--- src/rtl/logic_acc_pkg.sv ---
// Shared encodings for the logic accumulator: the 2-bit bitwise op code
// and the two-state handshake FSM.
package logic_acc_pkg;

  localparam logic [1:0] OP_AND = 2'd0;
  localparam logic [1:0] OP_OR  = 2'd1;
  localparam logic [1:0] OP_NOR = 2'd2;
  localparam logic [1:0] OP_XOR = 2'd3;

  typedef enum logic {
    ST_ACC = 1'b0,
    ST_OUT = 1'b1
  } state_e;

endpackage

--- src/rtl/logic_acc_unit_if.sv ---
// Beat input and result output handshake bundle of the logic accumulator.
// out_zero exists only when LOGIC_ACC_ZERO_EN is defined.
interface logic_acc_unit_if #(
  parameter int W     = 32,
  parameter int CNT_W = 8
);

  logic             in_valid;
  logic             in_ready;
  logic [W-1:0]     in_b;
  logic [1:0]       in_control;
  logic             in_first;
  logic             in_last;
  logic             out_valid;
  logic             out_ready;
  logic [W-1:0]     out_result;
  logic [CNT_W-1:0] out_count;
`ifdef LOGIC_ACC_ZERO_EN
  logic             out_zero;
`endif

  modport master (
    output in_valid, in_b, in_control, in_first, in_last, out_ready,
    input  in_ready, out_valid, out_result, out_count
`ifdef LOGIC_ACC_ZERO_EN
    , input out_zero
`endif
  );

  modport slave (
    input  in_valid, in_b, in_control, in_first, in_last, out_ready,
    output in_ready, out_valid, out_result, out_count
`ifdef LOGIC_ACC_ZERO_EN
    , output out_zero
`endif
  );

endinterface

--- src/rtl/logic_acc_unit_logic_vec.sv ---
// Combinational W-bit bitwise operator using the logic unit op encoding.
module logic_vec
  import logic_acc_pkg::*;
#(
  parameter int W = 32
) (
  input  logic [W-1:0] a,
  input  logic [W-1:0] b,
  input  logic [1:0]   op,
  output logic [W-1:0] y
);

  always_comb begin
    case (op)
      OP_AND:  y = a & b;
      OP_OR:   y = a | b;
      OP_NOR:  y = ~(a | b);
      default: y = a ^ b;
    endcase
  end

endmodule

--- src/rtl/logic_acc_unit.sv ---
// Folds a burst of operands into an accumulator and hands the result out over
// a valid/ready port. Define LOGIC_ACC_ZERO_EN to add the out_zero flag.
module logic_acc_unit
  import logic_acc_pkg::*;
#(
  parameter int W     = 32,
  parameter int CNT_W = 8
) (
  input  logic             clock,
  input  logic             reset,
  logic_acc_unit_if.slave  bus
);

  localparam logic [CNT_W-1:0] CNT_MAX = {CNT_W{1'b1}};

  state_e           state_q, state_d;
  logic [W-1:0]     acc_q, acc_d;
  logic [CNT_W-1:0] cnt_q, cnt_d;
  logic [W-1:0]     out_result_q, out_result_d;
  logic [CNT_W-1:0] out_count_q, out_count_d;
  logic             out_zero_q, out_zero_d;
  logic [W-1:0]     fold;

  logic_vec #(.W(W)) u_logic_vec (
    .a  (acc_q),
    .b  (bus.in_b),
    .op (bus.in_control),
    .y  (fold)
  );

  // Result registers only change on a closing beat, so they hold through backpressure.
  always_comb begin
    state_d      = state_q;
    acc_d        = acc_q;
    cnt_d        = cnt_q;
    out_result_d = out_result_q;
    out_count_d  = out_count_q;
    out_zero_d   = out_zero_q;
    if (state_q == ST_ACC) begin
      if (bus.in_valid) begin
        if (bus.in_first) begin
          acc_d = bus.in_b;
          cnt_d = CNT_W'(1);
        end else begin
          acc_d = fold;
          cnt_d = (cnt_q == CNT_MAX) ? cnt_q : cnt_q + CNT_W'(1);
        end
        if (bus.in_last) begin
          out_result_d = acc_d;
          out_count_d  = cnt_d;
          out_zero_d   = (acc_d == '0);
          state_d      = ST_OUT;
        end
      end
    end else if (bus.out_ready) begin
      state_d = ST_ACC;
      acc_d   = '0;
      cnt_d   = '0;
    end
  end

  always_ff @(posedge clock or negedge reset) begin
    if (!reset) begin
      state_q      <= ST_ACC;
      acc_q        <= '0;
      cnt_q        <= '0;
      out_result_q <= '0;
      out_count_q  <= '0;
      out_zero_q   <= 1'b1;
    end else begin
      state_q      <= state_d;
      acc_q        <= acc_d;
      cnt_q        <= cnt_d;
      out_result_q <= out_result_d;
      out_count_q  <= out_count_d;
      out_zero_q   <= out_zero_d;
    end
  end

  assign bus.in_ready   = (state_q == ST_ACC);
  assign bus.out_valid  = (state_q == ST_OUT);
  assign bus.out_result = out_result_q;
  assign bus.out_count  = out_count_q;

`ifdef LOGIC_ACC_ZERO_EN
  assign bus.out_zero = out_zero_q;
`else
  logic unused_zero;
  assign unused_zero = out_zero_q;
`endif

endmodule
--- src/flat_wrapper.sv ---
// flat-port wrapper written by rule: the top's interface ports become plain ports
module logic_acc_unit_flat import logic_acc_pkg::*;
#(
  parameter int W     = 32,
  parameter int CNT_W = 8
)
  (clock, reset, bus_in_valid, bus_in_b, bus_in_control, bus_in_first, bus_in_last, bus_out_ready, bus_in_ready, bus_out_valid, bus_out_result, bus_out_count);
  logic_acc_unit_if #(.W(W), .CNT_W(CNT_W)) bus_i ();
  input  logic clock;
  input  logic reset;
  input wire logic [$bits(bus_i.in_valid)-1:0] bus_in_valid;
  input wire logic [$bits(bus_i.in_b)-1:0] bus_in_b;
  input wire logic [$bits(bus_i.in_control)-1:0] bus_in_control;
  input wire logic [$bits(bus_i.in_first)-1:0] bus_in_first;
  input wire logic [$bits(bus_i.in_last)-1:0] bus_in_last;
  input wire logic [$bits(bus_i.out_ready)-1:0] bus_out_ready;
  output wire logic [$bits(bus_i.in_ready)-1:0] bus_in_ready;
  output wire logic [$bits(bus_i.out_valid)-1:0] bus_out_valid;
  output wire logic [$bits(bus_i.out_result)-1:0] bus_out_result;
  output wire logic [$bits(bus_i.out_count)-1:0] bus_out_count;
  assign bus_i.in_valid = bus_in_valid;
  assign bus_i.in_b = bus_in_b;
  assign bus_i.in_control = bus_in_control;
  assign bus_i.in_first = bus_in_first;
  assign bus_i.in_last = bus_in_last;
  assign bus_i.out_ready = bus_out_ready;
  assign bus_in_ready = bus_i.in_ready;
  assign bus_out_valid = bus_i.out_valid;
  assign bus_out_result = bus_i.out_result;
  assign bus_out_count = bus_i.out_count;
  logic_acc_unit #(.W(W), .CNT_W(CNT_W)) u_core (.clock(clock), .reset(reset), .bus(bus_i));
endmodule
--- config.mk ---
export PLATFORM = sky130hd
export DESIGN_NAME = logic_acc_unit_flat
export DESIGN_NICKNAME = d
export VERILOG_FILES = /design/src/rtl/logic_acc_pkg.sv /design/src/rtl/logic_acc_unit_if.sv /design/src/rtl/logic_acc_unit_logic_vec.sv /design/src/rtl/logic_acc_unit.sv /design/src/flat_wrapper.sv
export SDC_FILE = /design/constraint.sdc
export NUM_CORES = 1
export LEC_CHECK = 0
export ABC_AREA = 1
export ABC_CLOCK_PERIOD_IN_PS = 1250
export CAP_MARGIN = 25
export CELL_PAD_IN_SITES_DETAIL_PLACEMENT = 1
export CELL_PAD_IN_SITES_GLOBAL_PLACEMENT = 1
export CORE_MARGIN = 5
export CORE_UTILIZATION = 36
export DETAILED_ROUTE_END_ITERATION = 12
export PLACE_DENSITY = 0.77
export SLEW_MARGIN = 10
export SYNTH_ARGS = -nofsm -noshare
export SYNTH_HDL_FRONTEND = slang
export SYNTH_SLANG_ARGS = --single-unit
--- constraint.sdc ---
create_clock -name clock -period 1.25 [get_ports clock]
set_input_delay 0.25 -clock clock [delete_from_list [all_inputs] [get_ports clock]]
set_output_delay 0.25 -clock clock [all_outputs]
set_load 0.005 [all_outputs]
==> summary.md, run 1 <==
| Metric | Value |
|---|---|
| Setup ws final | -0.151 ns |
| Period utilisation layout | 112% |
| Avg Inst Size Synth | 6.82 um2 |
| Placed Cells | around 1200 |
| Post-route ant nets | 0 |
| Endpoints failing hold | 0 |
| Clock transition at path regs | 0.06 ns |
| MaxCap Viol Count | 0 |
| DR vias/cell | approximately 4.8 |
| Yosys warns | 0 |
| R2R depth | 8 |
| DIE AREA | 18400 um2 |
| Async SR Flop Fraction | 100% |
| Final Critical Period | 1.40 ns |
| Post-Syn Area | roughly 5700 um2 |
| Critical path class | flop to flop |
| Die Span X | approximately 140 um |
| CP arrival | ~1.6 ns |
| Drt drc | 0 |
| Hold Path Class | primary input to async pin |
| CP endpoint kind | flop |
| Total CTS buffers | 9 |
| Critical R2R Capture | u_core.bus.out_result[25]$_DFFE_PN0P_ |
| Worst VDD drop | between 600 and 700 uV |
| Vias | ~6000 |
| DIE HEIGHT | 136 um |
| Area of the core | about 16000 um2 |
| Total GRT Usage | between 20% and 30% |
| Startpoint Class | flop |
| Num rows | 46 |
| Worst-Margin Slew | about 0.34 ns |
| Setup crit start | u_core.bus.out_valid$_DFF_PN0_ |
| Sequential share of the synthesized area | around 36% |
| Clock root buffer | clkbuf_16 |
| Initial Util | roughly 36% |
| H-tree Lvls | 3 |
| Initial antenna violation count | 0 |
| DRT iter0 DRCs | between 200 and 300 |
| Synth cell count leaders | 369 x nand2_1, 112 x inv_1, 81 x dfrtp_1 |
| Clock Tree Buf Depth | 2 |
| Total power | roughly 0.0097 W |
| Layout cells sized above 1 | 23.3% |
| Largest net degree at the start of global routing | 28 |
| Placed cell area | 7210 um2 |
| Syn nets | around 940 |
| Clk sinks | between 80 and 90 |
| First-pass iteration count of the detailed router | 5 |
| Fmax | 714 MHz |
| Max-slew headroom | slightly below 80% |
| Final HPWL DP | 12.0 mm |
| # nets final | 1126 |
| Fin Clk Skew | a little over 0.006 ns |
| Top area cells in the synthesized netlist | dfrtp_1 36%, nand2_1 24%, ha_1 14% |
| #FFs+latches synth | between 80 and 90 |
| Critical Path End | u_core.bus.out_result[25]$_DFFE_PN0P_ |
| Post-Syn Instances | between 800 and 900 |
| ANT cells | 0 |
| Synth cell types | 22 |
| Routed length per instance | between 15 and 20 um |
| Layout area overhead | 50.2% |
| Critical path fanouts, max | 7 |
| IO buf count | 81 |
| Count leader, synth | nand2_1 |
| Pins Over Slew Limit | 0 |
| Final Non-Filler Cells | around 1200 |
| R2R setup slack | -0.15 ns |
| Outcome | finished, violations left |
| Top-area cell type share of the netlist area | 35.7% |
| Reg2reg start | u_core.bus.out_valid$_DFF_PN0_ |
| PD cells | between 1000 and 1500 nW/um2 |
| CP Data Required Time | between 1 and 1.5 ns |
| First-pass GRT wire length | roughly 32 mm |
| I/O pin count | 82 |
| Clk_lat worst skew | approximately 0.35 ns |
| Final setup viols | just over 70 |
| Routed WL | ~22 mm |
| GP Congestion | between 0.7 and 0.8 |
| Fillers | a little under 2000 |
| Number of global-route vias before repair | ~6300 |
| Top_reg_cell synth | dfrtp_1 |
| Final Instance Area | 8530 um2 |
| Number of synthesized flops with an enable pin | 0 |
| CTS tree | built |
| Failing checks | setup timing |
| Area leader, netlist | dfrtp_1 |
| Lkg Pwr | ~4.6 nW |
| Dpl ws | -0.601 ns |
| RSZ-0062 raised after global routing | yes |
| Overflow after GRT | 0 |
-- layout by cell type (no fill, tap or decap), types with 6 or more instances in the layout --
cell and count:
inv_1 103, nand4_1 7, nand2_2 21, buf_4 92
dfrtp_1 80, dlygate4sd2_1 14, ha_4 6, clkdlybuf4s15_1 36
nor2_1 63, nand3_1 8, nand2_1 345, buf_16 8
o21ai_2 20, o21ai_1 37, clkdlybuf4s50_1 17, nand3_2 9
o21ai_0 11, clkbuf_16 10, buf_12 15, buf_6 14
ha_1 56
-- report_power, final --
part | leakage [nW] | total [W] | switching [W] | internal, W
combinational | 3.46 | 0.00369 | 0.00185 | 0.00184
sequential | 1.04 | 0.00343 | 0.000346 | 0.00309
clock | 0.139 | 0.00254 | 0.00110 | 0.00145
total | 4.64 | 0.00966 | 0.00329 | 0.00637
-- layer usage --
layer / track usage, % / wire length (um) / vias to the layer above
met4: 7.28 / 660 / 0
met1: 28.3 / 9110 / 2918
li1: - / - / 2898
met3: 3.23 / 865 / 51
met2: 39.3 / 10900 / 148
met5: 0 / 0 / -
-- cell type report --
type	count	area (um2)	area share, %
well taps	216	270	3.17
clock buffers	13	260	3.05
repair buffers	211	2180	25.5
flip-flops and latches	81	2030	23.8
clock inverters	3	15.0	0.176
multi-input cells	604	3330	39.0
inverters	114	450	5.28
-- cell families (layout without fill, tap and decap cells) --
family | count (synthesis) | in the layout | synth area share [%]
AO/OA/AOI/OAI | 69 | 69 | 6.68
buffers and inverters | 150 | 341 | 11.2
AND/OR/NAND/NOR | 468 | 470 | 32.1
adder cells (fa/ha/maj) | 65 | 65 | 14.3
flip-flops | 81 | 81 | 35.7
-- state kept, by name (all words and copies together), names as in the netlist --
name,flops
u_core.bus.out_result,32
u_core.bus.out_count,8
u_core.acc_q,32
u_core.bus.out_valid,1
u_core.cnt_q,8
-- what timing repair did --
| action | 4_1_cts | 5_1_grt |
|---|---|---|
| endpoints found under the hold margin | 17 | 0 |
| pin swaps | 20 | 38 |
| resized for setup | 156 | 99 |
| cloned | 11 | 1 |
| hold buffers | 1 | 0 |
| buffers inserted | 25 | 23 |
| setup endpoints to repair | 122 | 93 |
-- stage by stage --
step	hold slack [ns]	util (%)	TNS, ns
after global placement	0.163	46.1	-34.29
final	0.335	54.5	-5.06
after detailed placement	0.170	46.1	-36.89
after global routing	0.356	54.5	-9.80
after floorplan	-0.0456	-	0
after CTS	0.332	52.0	-4.81
-- worst min path at each step --
stage,slack [ns],depth (start not counted),end,from
floorplan,-0.05,0,u_core.acc_q[0]$_DFFE_PN0P_,reset
global placement,0.16,1,u_core.bus.out_count[1]$_DFFE_PN0P_,reset
detailed placement,0.17,1,u_core.bus.out_count[1]$_DFFE_PN0P_,reset
CTS,0.33,2,u_core.bus.out_count[1]$_DFFE_PN0P_,reset
global route,0.36,2,u_core.bus.out_count[1]$_DFFE_PN0P_,reset
finish,0.34,2,u_core.bus.out_count[1]$_DFFE_PN0P_,reset
-- worst max-delay path, cell delays in order (launching register included) --
cell     delay [ns]
dfrtp_2        0.41
buf_6          0.12
buf_6          0.12
nor2_4         0.14
inv_4          0.11
buf_12         0.14
buf_16         0.14
nand2_1        0.06
nand2_1        0.05
(Power assumes the default switching activity.)
==> run 2: changes to the inputs <==
--- a/config.mk
+++ b/config.mk
@@ -12,6 +12,7 @@
 export CELL_PAD_IN_SITES_GLOBAL_PLACEMENT = 1
 export CORE_MARGIN = 5
 export CORE_UTILIZATION = 36
+export CTS_CLUSTER_SIZE = 24
 export DETAILED_ROUTE_END_ITERATION = 12
 export PLACE_DENSITY = 0.77
 export SLEW_MARGIN = 10
==> results of run 2 <==
The final DEF is identical to that of run 1; final timing and power are the same.
